===== src/rtl/cache_arbiter_pkg.sv =====
// Shared types and default widths for the cache arbiter slice.
package arb_pkg;

  localparam int DEF_ADDR_W = 32;
  localparam int DEF_LINE_W = 256;

  typedef enum logic [1:0] {
    IDLE,
    SERVE_I,
    SERVE_D,
    DONE
  } arb_state_e;

  typedef enum logic [1:0] {
    GNT_NONE,
    GNT_I,
    GNT_D
  } arb_grant_e;

endpackage


===== src/rtl/cache_arbiter_if.sv =====
// Bundle of icache, dcache and physical-memory signals around the arbiter.
//
// Handshake: a requester raises its read/write strobe together with its
// address (and write data) and holds them until it sees its single-cycle
// resp pulse; rdata is only meaningful (and only non-zero) while resp is 1.
// The pmem side follows the same rule: pmem_read/pmem_write stay asserted
// with stable address/data until the adaptor pulses pmem_resp for one cycle.
interface cache_arbiter_if import arb_pkg::*; #(
  parameter int ADDR_W = DEF_ADDR_W,
  parameter int LINE_W = DEF_LINE_W
);

  logic              i_read;
  logic [ADDR_W-1:0] i_addr;
  logic [LINE_W-1:0] i_rdata;
  logic              i_resp;

  logic              d_read;
  logic              d_write;
  logic [ADDR_W-1:0] d_addr;
  logic [LINE_W-1:0] d_wdata;
  logic [LINE_W-1:0] d_rdata;
  logic              d_resp;

  logic              pmem_read;
  logic              pmem_write;
  logic [ADDR_W-1:0] pmem_addr;
  logic [LINE_W-1:0] pmem_wdata;
  logic [LINE_W-1:0] pmem_rdata;
  logic              pmem_resp;

  // Arbiter side.
  modport slave (
    input  i_read, i_addr, d_read, d_write, d_addr, d_wdata, pmem_rdata, pmem_resp,
    output i_rdata, i_resp, d_rdata, d_resp, pmem_read, pmem_write, pmem_addr, pmem_wdata
  );

  // Environment side (caches plus cacheline adaptor).
  modport master (
    output i_read, i_addr, d_read, d_write, d_addr, d_wdata, pmem_rdata, pmem_resp,
    input  i_rdata, i_resp, d_rdata, d_resp, pmem_read, pmem_write, pmem_addr, pmem_wdata
  );

endinterface


===== src/rtl/cache_arbiter_select.sv =====
// Combinational winner select: req[0] is icache, req[1] is dcache.
// prio_d chooses the winner only when both request at once.
module arb_select import arb_pkg::*; (
  input  logic [1:0] req,
  input  logic       prio_d,
  output arb_grant_e grant
);

  // Single requester wins outright; a tie is broken by prio_d.
  always_comb begin
    grant = GNT_NONE;
    case (req)
      2'b01:   grant = GNT_I;
      2'b10:   grant = GNT_D;
      2'b11:   grant = prio_d ? GNT_D : GNT_I;
      default: grant = GNT_NONE;
    endcase
  end

endmodule


===== src/rtl/cache_arbiter.sv =====
// Two-client (icache/dcache) arbiter in front of a single cacheline adaptor.
// Optional feature: define ARB_ROUND_ROBIN_EN to replace fixed dcache
// priority with round-robin arbitration on simultaneous requests.
module cache_arbiter import arb_pkg::*; #(
  parameter int ADDR_W = DEF_ADDR_W,
  parameter int LINE_W = DEF_LINE_W
) (
  input  logic            clk,
  input  logic            rst,
  cache_arbiter_if.slave  bus,
  output arb_state_e      dbg_state
);

  localparam logic [ADDR_W-1:0] ADDR_ZERO = '0;
  localparam logic [LINE_W-1:0] LINE_ZERO = '0;

  arb_state_e state;
  arb_grant_e grant;
  logic       d_wr_q;
  logic       prio_d;
  logic [1:0] req;
  logic       serve_i;
  logic       serve_d;

  assign req = {bus.d_read | bus.d_write, bus.i_read};

`ifdef ARB_ROUND_ROBIN_EN
  logic rr_ptr;  // 1: dcache wins the next tie

  // Favour whichever side was not just served; updated on entry to DONE.
  always_ff @(posedge clk or negedge rst) begin
    if (!rst) begin
      rr_ptr <= 1'b1;
    end else if ((state == SERVE_I || state == SERVE_D) && bus.pmem_resp) begin
      rr_ptr <= (state == SERVE_I);
    end
  end

  assign prio_d = rr_ptr;
`else
  assign prio_d = 1'b1;
`endif

  arb_select u_select (
    .req    (req),
    .prio_d (prio_d),
    .grant  (grant)
  );

  // Grant FSM; the dcache op is latched so a dropped request still finishes
  // the transfer it started, and read+write together is taken as a write.
  always_ff @(posedge clk or negedge rst) begin
    if (!rst) begin
      state  <= IDLE;
      d_wr_q <= 1'b0;
    end else begin
      case (state)
        IDLE: begin
          case (grant)
            GNT_I: state <= SERVE_I;
            GNT_D: begin
              state  <= SERVE_D;
              d_wr_q <= bus.d_write;
            end
            default: state <= IDLE;
          endcase
        end
        SERVE_I, SERVE_D: if (bus.pmem_resp) state <= DONE;
        DONE:    state <= IDLE;
        default: state <= IDLE;
      endcase
    end
  end

  assign serve_i   = (state == SERVE_I);
  assign serve_d   = (state == SERVE_D);
  assign dbg_state = state;

  // Only the granted side reaches pmem; everything is zero outside SERVE.
  assign bus.pmem_read  = serve_i | (serve_d & ~d_wr_q);
  assign bus.pmem_write = serve_d & d_wr_q;
  assign bus.pmem_addr  = serve_i ? bus.i_addr : (serve_d ? bus.d_addr : ADDR_ZERO);
  assign bus.pmem_wdata = serve_d ? bus.d_wdata : LINE_ZERO;

  // Completion passes straight through to the granted requester only.
  assign bus.i_resp  = serve_i & bus.pmem_resp;
  assign bus.d_resp  = serve_d & bus.pmem_resp;
  assign bus.i_rdata = bus.i_resp ? bus.pmem_rdata : LINE_ZERO;
  assign bus.d_rdata = bus.d_resp ? bus.pmem_rdata : LINE_ZERO;

endmodule


===== src/flat_wrapper.sv =====
// flat-port wrapper written by rule: the top's interface ports become plain ports
module cache_arbiter_flat import arb_pkg::*;
#(
  parameter int ADDR_W = DEF_ADDR_W,
  parameter int LINE_W = DEF_LINE_W
)
  (clk, rst, dbg_state, bus_i_read, bus_i_addr, bus_d_read, bus_d_write, bus_d_addr, bus_d_wdata, bus_pmem_rdata, bus_pmem_resp, bus_i_rdata, bus_i_resp, bus_d_rdata, bus_d_resp, bus_pmem_read, bus_pmem_write, bus_pmem_addr, bus_pmem_wdata);
  cache_arbiter_if #(.ADDR_W(ADDR_W), .LINE_W(LINE_W)) bus_i ();
  input  logic clk;
  input  logic rst;
  output arb_state_e dbg_state;
  input wire logic [$bits(bus_i.i_read)-1:0] bus_i_read;
  input wire logic [$bits(bus_i.i_addr)-1:0] bus_i_addr;
  input wire logic [$bits(bus_i.d_read)-1:0] bus_d_read;
  input wire logic [$bits(bus_i.d_write)-1:0] bus_d_write;
  input wire logic [$bits(bus_i.d_addr)-1:0] bus_d_addr;
  input wire logic [$bits(bus_i.d_wdata)-1:0] bus_d_wdata;
  input wire logic [$bits(bus_i.pmem_rdata)-1:0] bus_pmem_rdata;
  input wire logic [$bits(bus_i.pmem_resp)-1:0] bus_pmem_resp;
  output wire logic [$bits(bus_i.i_rdata)-1:0] bus_i_rdata;
  output wire logic [$bits(bus_i.i_resp)-1:0] bus_i_resp;
  output wire logic [$bits(bus_i.d_rdata)-1:0] bus_d_rdata;
  output wire logic [$bits(bus_i.d_resp)-1:0] bus_d_resp;
  output wire logic [$bits(bus_i.pmem_read)-1:0] bus_pmem_read;
  output wire logic [$bits(bus_i.pmem_write)-1:0] bus_pmem_write;
  output wire logic [$bits(bus_i.pmem_addr)-1:0] bus_pmem_addr;
  output wire logic [$bits(bus_i.pmem_wdata)-1:0] bus_pmem_wdata;
  assign bus_i.i_read = bus_i_read;
  assign bus_i.i_addr = bus_i_addr;
  assign bus_i.d_read = bus_d_read;
  assign bus_i.d_write = bus_d_write;
  assign bus_i.d_addr = bus_d_addr;
  assign bus_i.d_wdata = bus_d_wdata;
  assign bus_i.pmem_rdata = bus_pmem_rdata;
  assign bus_i.pmem_resp = bus_pmem_resp;
  assign bus_i_rdata = bus_i.i_rdata;
  assign bus_i_resp = bus_i.i_resp;
  assign bus_d_rdata = bus_i.d_rdata;
  assign bus_d_resp = bus_i.d_resp;
  assign bus_pmem_read = bus_i.pmem_read;
  assign bus_pmem_write = bus_i.pmem_write;
  assign bus_pmem_addr = bus_i.pmem_addr;
  assign bus_pmem_wdata = bus_i.pmem_wdata;
  cache_arbiter #(.ADDR_W(ADDR_W), .LINE_W(LINE_W)) u_core (.clk(clk), .rst(rst), .bus(bus_i), .dbg_state(dbg_state));
endmodule

===== config.mk =====
export PLATFORM = sky130hd
export DESIGN_NAME = cache_arbiter_flat
export DESIGN_NICKNAME = d
export VERILOG_FILES = /design/src/rtl/cache_arbiter_pkg.sv /design/src/rtl/cache_arbiter_if.sv /design/src/rtl/cache_arbiter_select.sv /design/src/rtl/cache_arbiter.sv /design/src/flat_wrapper.sv
export SDC_FILE = /design/constraint.sdc
export NUM_CORES = 1
export LEC_CHECK = 0
export BUFFER_PORTS_ARGS = -buffer_cell sky130_fd_sc_hd__buf_2
export CAP_MARGIN = 20
export CORE_AREA = 2 2 539 541
export DETAILED_ROUTE_END_ITERATION = 6
export DIE_AREA = 0 0 541 543
export PLACE_DENSITY = 0.3
export RECOVER_POWER = 25
export SETUP_SLACK_MARGIN = 0.4
export SYNTH_ARGS = -nofsm -noshare
export SYNTH_HDL_FRONTEND = slang
export SYNTH_SLANG_ARGS = --single-unit

===== constraint.sdc =====
create_clock -name clk -period 2.4 [get_ports clk]
set_input_delay 0.24 -clock clk [delete_from_list [all_inputs] [get_ports clk]]
set_output_delay 0.24 -clock clk [all_outputs]
set_load 0.05 [all_outputs]

==> results of run 1 <==
## power by group
| group | internal (mW) | switching [mW] |
|---|---|---|
| Combinational | 17.5 | 23.5 |
| Clock | 0.219 | 0.0434 |
| Sequential | 0.0789 | 0.0267 |
| Total | 17.8 | 23.6 |
## sequential cells by signal, indices dropped and copies added, names as in the netlist
| signal | flops |
|---|---|
| u_core.d_wr_q | 1 |
| u_core.dbg_state | 2 |
## stage by stage
stage          cell area [um^2]  setup WS (ns)  hold slack [ns]
2_1_floorplan              6530          0.431          -0.0556
3_3_place_gp              27400          0.265           0.0697
3_5_place_dp              27400          0.276           0.0724
4_1_cts                   30800          0.200            0.367
5_1_grt                   33200         0.0903            0.366
6_report                  33300          0.173            0.375
## layout by cell type, fill, tap and decap left out, types with 2 or more instances in the layout
master / instances
clkbuf_1: 8
buf_6: 49
clkbuf_16: 29
a22o_1: 4
inv_1: 3
dfrtp_1: 2
o21ai_2: 2
and2_0: 17
diode_2: 105
buf_12: 614
and3_1: 163
and3_4: 340
buf_2: 584
buf_4: 38
buf_8: 99
clkbuf_2: 91
and2_1: 48
nand2_1: 49
o21ai_4: 27
nand2_4: 6
buf_16: 49
nor3b_1: 2
ha_4: 2
clkbuf_4: 12
and2_4: 190
nand2_2: 3
and3_2: 9
and2_2: 4
## timing repair
item,in CTS,in global routing
setup buffers,37,19
hold buffers,1,0
hold endpoints to repair,3,0
setup endpoints to repair,743,782
cloned,37,37
pin swaps,41,117
resized for setup,594,727
## logic make-up after synthesis
| family | share of synthesized area |
|---|---|
| flip-flops | 0.0121 |
| AND/OR/NAND/NOR | 0.816 |
| buffers and inverters | 0.131 |
| adder cells (fa/ha/maj) | 0.00603 |
| AO/OA/AOI/OAI | 0.0351 |
## cell type report
type                    count  area, um^2
clock buffers               4        78.8
diodes                    105         263
flip-flops and latches      3        76.3
well taps                3781        4730
fillers                 32817      254000
inverters                   4        15.0
multi-input cells         876        7950
repair buffers           1572       20200
## final timing paths
check / startpoint / end / slack [ns] / cells after the start
setup / recovery: u_core.dbg_state[1] / bus_i_rdata[4] / 0.17 / 7
hold / removal: bus_d_write / u_core.d_wr_q / 0.38 / 2
setup reg to reg: u_core.dbg_state[1] / u_core.dbg_state[0] / 0.79 / 5
hold reg to reg: u_core.d_wr_q / u_core.d_wr_q / 0.57 / 1
max in group asynchronous: rst / u_core.dbg_state[0] / 1.72 / 2
min in group asynchronous: rst / u_core.d_wr_q / 0.43 / 2
## synthesized netlist by cell type (all sizes together) (2+ instances only)
master / instances / area (um^2)
a22o: 4 / 35.0
and2: 259 / 1620
and3: 512 / 3200
buf: 53 / 388
clkbuf: 100 / 410
dfrtp: 3 / 75.1
ha: 3 / 37.5
inv: 4 / 15.0
nand2: 59 / 221
nor3b: 2 / 15.0
o21ai: 30 / 150
## layer usage
metal	GRT usage	routed length, um	part of all wire	vias up
met5	0.0145	1280	0.0053	-
met4	0.0409	9710	0.040	124
met3	0.0796	31500	0.13	517
met2	0.233	103000	0.42	1456
met1	0.186	97600	0.40	7846
li1	-	-	-	6576
## worst max-delay path, stage by stage, from the launching register on
cell       delay (ns)
dfrtp_1          0.41
inv_1            0.13
ha_4             0.20
buf_12           0.18
clkbuf_2         0.27
clkbuf_16        0.21
and3_4           0.19
buf_12           0.13
==> reports/summary.txt, run 1 <==
Fraction of layout cells with a size suffix above 1: 0.876
Synth Register Bits: 3
Clock root cell: clkbuf_16
Final hold violations: 0
CTS Buffer Depth: 2
Clk_lat worst skew: 0.22 ns
Clk sinks: 3
Tightest Pin Transition: 0.791 ns
Largest net degree at the start of global routing: 89
Total grt overflow: 0
Die H: 543 um
CP Max Fanout: 7
Total track usage: 0.153
Total Routed Length: 243000 um
IO Pins: 1388
Post-synthesis net count: 1621
Placed insts: 6105
Mapped Cells: 1036
Post-layout net count: 3045
Count of cell types in the netlist: 21
Synth async-reset ratio: 1.00
1st-pass router iterations: 6
Max Freq: 449 MHz
Worst vdd ir: 0.000595 V
Min-Delay Path Class: input port to register
Status: complete, no violations
Post-route setup TNS: 0 ns
CP endpoint kind: output port
Kind of critical path: register to output port
PortBufs: 1387
Maxcap violations: 0
H-tree depth: 1
Pwr per Cell Area: 1240 nW/um^2
RSZ-0062 raised after global routing: true
Vias: 16519
Initial antenna violation count: 249
Post-route clock skew: 0.000536 ns
Drt drc: 0
Total die area: 294000 um^2
Chip width: 541 um
Critical path arrival: 1.99 ns
Final Cycle Share: 0.928
Slew headroom: 0.475
CTS clock-pin slew for the worst setup and hold paths: 0.03 ns
First-pass GRT wire length: 271000 um
Initial core utilization: 0.0217
Top_reg_cell synth: dfrtp_1
Drt via density: 2.60
Post-synth EDFFs: 0
Critical Path RT: 2.16 ns
Avg WL per Cell: 38.2 um
Cts bufs inserted: 3
Initial DRC count: 995
Part of the Yosys area used for sequential elements: 0.0121
Final core occ: 0.116
Final setup viols: 0
CTS tree: built
Core Area: 287000 um^2
Vias in the first global route: 15457
Area growth syn-to-layout: 434%
Pleak: 14.0 nW
Syn_area_per_cell: 6.01 um^2
Detail Placement HPWL: 213000 um
Row Count: 197
Max Slew Vio Count: 0
Post-synthesis instance area: 6230 um^2
Worst setup SP type: register
Power Total: 41.4 mW
ANT nets after route: 0
Crit path time final: 2.23 ns
RePlAce Congestion: 1.13
Fin cells: 6345
Yosys warns: 0
Power figures use the tool's default switching activity.
==> inputs of run 2 (changes only) <==
--- a/config.mk
+++ b/config.mk
@@ -5,12 +5,15 @@
 export SDC_FILE = /design/constraint.sdc
 export NUM_CORES = 1
 export LEC_CHECK = 0
+export ABC_AREA = 1
 export BUFFER_PORTS_ARGS = -buffer_cell sky130_fd_sc_hd__buf_2
 export CAP_MARGIN = 20
-export CORE_AREA = 2 2 539 541
+export CELL_PAD_IN_SITES_DETAIL_PLACEMENT = 1
+export CELL_PAD_IN_SITES_GLOBAL_PLACEMENT = 1
+export CORE_AREA = 2 2 540 542
 export DETAILED_ROUTE_END_ITERATION = 6
-export DIE_AREA = 0 0 541 543
-export PLACE_DENSITY = 0.3
+export DIE_AREA = 0 0 542 544
+export PLACE_DENSITY = 0.34
 export RECOVER_POWER = 25
 export SETUP_SLACK_MARGIN = 0.4
 export SYNTH_ARGS = -nofsm -noshare
==> reports/summary.txt, run 2 <==
Die H: 544 um
Final setup viols: 0
Worst vdd ir: 0.000571 V
Top_reg_cell synth: dfrtp_1
Min-Delay Path Class: input port to register
Chip width: 542 um
RSZ-0062 raised after global routing: true
Max reg flops: 2
Status: complete, no violations
Initial DRC count: 670
Initial antenna violation count: 195
Clk pwr share: 0.007
CTS Buffer Depth: 2
First-pass GRT wire length: 256000 um
Yosys warns: 0
1st-pass router iterations: 5
Final Cycle Share: 0.967
Max Freq: 431 MHz
Clk sinks: 3
Post-synthesis net count: 2092
Clk_lat worst skew: 0.23 ns
Part of the Yosys area used for sequential elements: 0.0124
Yosys top cell area share: 0.325
Hold wc startpoint: bus_d_write
Pwr per Cell Area: 1150 nW/um^2
FF/Latch Area: 77.6 um^2
Syn_area_per_cell: 4.01 um^2
Total Routed Length: 227000 um
Critical path endpoint: bus_pmem_wdata[167]
Synth Register Bits: 3
Avg WL per Cell: 32.6 um
RePlAce Congestion: 0.899
Multi-input logic area: 7730 um^2
Vias: 16569
Total die area: 295000 um^2
R2R setup slack: 0.79 ns
Total track usage: 0.141
Critical path arrival: 2.08 ns
Most frequent cells in the layout: buf_2 (599), buf_12 (565), nor2_4 (299), inv_1 (298), nor2_2 (179)
Post-synthesis instance area: 6040 um^2
Crit path time final: 2.32 ns
Vias in the first global route: 16899
Max Slew Vio Count: 0
Kind of critical path: register to output port
Comb pwr share: 0.990
Row Count: 198
Pleak: 16.7 nW
Crit path from: u_core.dbg_state[0]
FF-to-FF End: u_core.dbg_state[1]
Clock root cell: clkbuf_16
Mapped Cells: 1507
Most instantiated cells after synthesis: inv_1 (523), nor2_1 (521), nand2_1 (324)
Post-route setup TNS: 0 ns
CP endpoint kind: output port
Total grt overflow: 0
Post-layout net count: 3657
CTS tree: built
Slew headroom: 0.376
Tightest Pin Transition: 0.940 ns
Dominant cell type by area after synthesis: inv_1
Post-synth EDFFs: 0
Drt via density: 2.39
Reg-to-Reg Start: u_core.dbg_state[1]
Maxcap violations: 0
Cts bufs inserted: 3
Detail Placement HPWL: 204000 um
Count of cell types in the netlist: 14
Post-route clock skew: 0.00148 ns
IO Pins: 1388
CTS clock-pin slew for the worst setup and hold paths: 0.03 ns
Synth top area cells: inv_1 (32%), nor2_1 (32%), nand2_1 (20%)
Final hold violations: 0
PortBufs: 1387
ANT nets after route: 0
Drt drc: 0
Core Area: 289000 um^2
H-tree depth: 1
Most frequent cell after synthesis: inv_1
Area growth syn-to-layout: 486%
Sw frac: 0.601
Commonest non-fill, non-tap cell in the layout: buf_2
Fraction of layout cells with a size suffix above 1: 0.845
Largest net degree at the start of global routing: 43
CP Max Fanout: 5
Filler Cell Count: 34150
Seq pwr share: 0.003
Net Sw Power: 24.4 mW
Worst reg-to-reg path cell count: 8
Initial core utilization: 0.0209
Power Total: 40.6 mW
Synth async-reset ratio: 1.00
Power Internal: 16.2 mW
Critical Path RT: 2.16 ns
Worst setup SP type: register
-- run 2: cells by family (layout without fill, tap and decap cells) --
kind of cell | after synthesis | count (layout) | synth area share
adder cells (fa/ha/maj) | 3 | 3 | 0.00621
AO/OA/AOI/OAI | 4 | 4 | 0.00331
AND/OR/NAND/NOR | 879 | 879 | 0.553
flip-flops | 3 | 3 | 0.0124
buffers and inverters | 618 | 2182 | 0.425
other | 0 | 73 | 0
-- run 2: critical path: stages, from the launching register on --
cell       delay [ns]
dfrtp_2          0.43
inv_2            0.09
ha_4             0.19
buf_6            0.15
clkbuf_16        0.18
buf_2            0.48
nand2_4          0.09
inv_4            0.08
buf_12           0.14
-- run 2: per-stage QoR --
step	cell area (um^2)	instances	hold slack [ns]	worst slack, ns	util
final	35400	6944	0.373	0.0795	0.122
after global placement	27000	6680	0.0466	0.147	0.0933
after detailed placement	27000	6680	0.0476	0.111	0.0933
after CTS	29900	6752	0.362	0.109	0.103
after floorplan	6830	1507	-0.0556	0.228	-
after global routing	35300	6904	0.396	0.0439	0.122
-- run 2: power groups by stage --
stage	Combinational, mW	Sequential, mW	Clock, mW
2_1_floorplan	14.1	0.162	0
3_3_place_gp	30.2	0.113	0
3_5_place_dp	30.2	0.115	0
4_1_cts	34.4	0.119	0.280
5_1_grt	41.7	0.127	0.283
6_report	40.2	0.122	0.275
-- run 2: cell type report --
cell class,instances,area share
Multi-Input combinational cell,886,0.218
Timing Repair Buffer,1655,0.575
Clock buffer,4,0.00223
Antenna cell,73,0.00516
Tap cell,3800,0.134
Sequential cell,3,0.00219
Inverter,523,0.0629
-- run 2: how the worst min path moves through the flow --
stage / slack [ns] / to / cells after the start
after floorplan: -0.06 / u_core.d_wr_q / 0
after global placement: 0.05 / u_core.d_wr_q / 1
after detailed placement: 0.05 / u_core.d_wr_q / 1
after CTS: 0.36 / u_core.d_wr_q / 3
after global routing: 0.40 / u_core.d_wr_q / 3
final: 0.37 / u_core.d_wr_q / 3
-- run 2: per-layer routing --
layer,wire [um],track usage,share of wire,up-vias
li1,-,-,-,7233
met1,103000,0.192,0.45,7724
met2,93400,0.210,0.41,1153
met3,24200,0.0602,0.11,363
met4,5600,0.0173,0.025,96
met5,613,0,0.0027,-
-- run 2: repair_timing --
item                                   4_1_cts  5_1_grt
gates resized for setup                    503     1723
setup endpoints to repair                  786      803
hold buffers                                 1        0
buffers inserted                            38       70
pin swaps                                   27       94
cloned                                      29       49
endpoints found under the hold margin        3        0
==> inputs of run 3 (changes only) <==
==> constraint.sdc (replaced) <==
create_clock -name clk -period 2.7 [get_ports clk]
set_input_delay 0.27 -clock clk [delete_from_list [all_inputs] [get_ports clk]]
set_output_delay 0.27 -clock clk [all_outputs]
set_load 0.05 [all_outputs]
==> reports/summary.txt, run 3 (same netlist as run 2, synthesis figures left out) <==
Slew headroom: 0.362
Total die area: 295000 um^2
Worst vdd ir: 0.000368 V
CTS clock-pin slew for the worst setup and hold paths: 0.03 ns
Final Cycle Share: 0.944
1st-pass router iterations: 6
Initial core utilization: 0.0209
RSZ-0062 raised after global routing: true
RePlAce Congestion: 0.877
Tightest Pin Transition: 0.962 ns
Avg WL per Cell: 32.0 um
Fin cells: 6756
Placed insts: 6650
Row Count: 198
Final WS setup: 0.152 ns
Status: complete, no violations
H-tree depth: 1
Placed Instance Area: 22300 um^2
CP endpoint kind: output port
Drt via density: 2.37
Area growth syn-to-layout: 284%
Fraction of layout cells with a size suffix above 1: 0.537
Vias: 15987
Final hold violations: 0
First-pass GRT wire length: 247000 um
Most frequent cells in the layout: buf_2 (830), inv_1 (522), nor2_1 (345), nand2_1 (322), buf_12 (258)
Die H: 544 um
Final setup viols: 0
Max reg flops: 2
CTS Buffer Depth: 2
Maxcap violations: 0
CP Max Fanout: 42
Core Area: 289000 um^2
Post-layout net count: 3465
Max Freq: 392 MHz
Min-Delay Path Class: input port to register
Cts bufs inserted: 3
Post-route clock skew: 0.000885 ns
Max Slew Vio Count: 0
Pwr per Cell Area: 1010 nW/um^2
Critical Path RT: 2.43 ns
Initial antenna violation count: 284
CTS tree: built
IO Pins: 1388
Chip width: 542 um
Hold_ws: 0.382 ns
PortBufs: 1387
Kind of critical path: register to output port
Pleak: 13.0 nW
Clock root cell: clkbuf_16
Clk sinks: 3
Clk_lat worst skew: 0.23 ns
Vias in the first global route: 15875
Critical path arrival: 2.28 ns
Total track usage: 0.138
Drt drc: 0
Total grt overflow: 0
Commonest non-fill, non-tap cell in the layout: buf_2
Initial DRC count: 823
Final core occ: 0.0803
Post-route setup TNS: 0 ns
Detail Placement HPWL: 204000 um
ANT nets after route: 0
Power Total: 23.5 mW
Worst setup SP type: register
Finished Cell Area: 23200 um^2
Crit path time final: 2.55 ns
Total Routed Length: 216000 um
Setup WS pre-CTS: 0.422 ns
Largest net degree at the start of global routing: 44
[run 3: cell types whose count changed in the layout (fill, tap and decap cells not counted), sizes merged]
cell	before	now
clkinv	1	0
clkbuf	179	253
buf	1477	1209
bufbuf	1	3
diode	73	77
inv	522	523
[run 3: path summary, 6_finish.rpt]
| kind | startpoint | endpoint | slack (ns) | cells past startpoint |
|---|---|---|---|---|
| max | u_core.dbg_state[0] | bus_d_rdata[65] | 0.15 | 6 |
| min | bus_d_write | u_core.d_wr_q | 0.38 | 3 |
| max reg2reg | u_core.dbg_state[0] | u_core.dbg_state[1] | 1.13 | 7 |
| min reg2reg | u_core.dbg_state[0] | u_core.dbg_state[0] | 0.63 | 2 |
| max in group asynchronous | rst | u_core.dbg_state[0] | 2.12 | 2 |
| min in group asynchronous | rst | u_core.d_wr_q | 0.41 | 2 |
[run 3: layer usage]
layer,vias to the layer above,part of all wire,GRT usage,wire [um]
li1,6821,-,-,-
met1,7132,0.40,0.161,86600
met5,-,0.0050,0,1080
met2,1370,0.40,0.202,86000
met3,494,0.17,0.108,37400
met4,170,0.023,0.0143,5060
[run 3: power breakdown]
group | total (mW) | internal, mW | leakage [nW] | switching (mW)
Clock | 0.240 | 0.195 | 0.0386 | 0.0447
Sequential | 0.115 | 0.0699 | 0.0359 | 0.0453
Combinational | 23.1 | 6.00 | 13.0 | 17.1
[run 3: final cells by class]
| class | instances | area, um^2 |
|---|---|---|
| Fill cell | 35212 | 266000 |
| Timing Repair Buffer | 1463 | 12200 |
| Tap cell | 3800 | 4750 |
| Multi-Input combinational cell | 886 | 3920 |
| Inverter | 523 | 1970 |
| Antenna cell | 77 | 193 |
| Clock buffer | 4 | 78.8 |
| Sequential cell | 3 | 75.1 |
[run 3: timing repair]
item,CTS,global route
hold buffers,1,0
resized for setup,166,238
setup buffers,4,1
gates cloned,6,13
setup endpoints to repair,331,446
hold endpoints to repair,3,0
[run 3: worst max-delay path, cell delays in order, from the launching register on]
cell and delay, ns:
dfrtp_1 0.42, inv_1 0.14, ha_4 0.19, nand2_4 0.08, buf_12 0.17, nor2_1 0.21, clkbuf_1 0.62
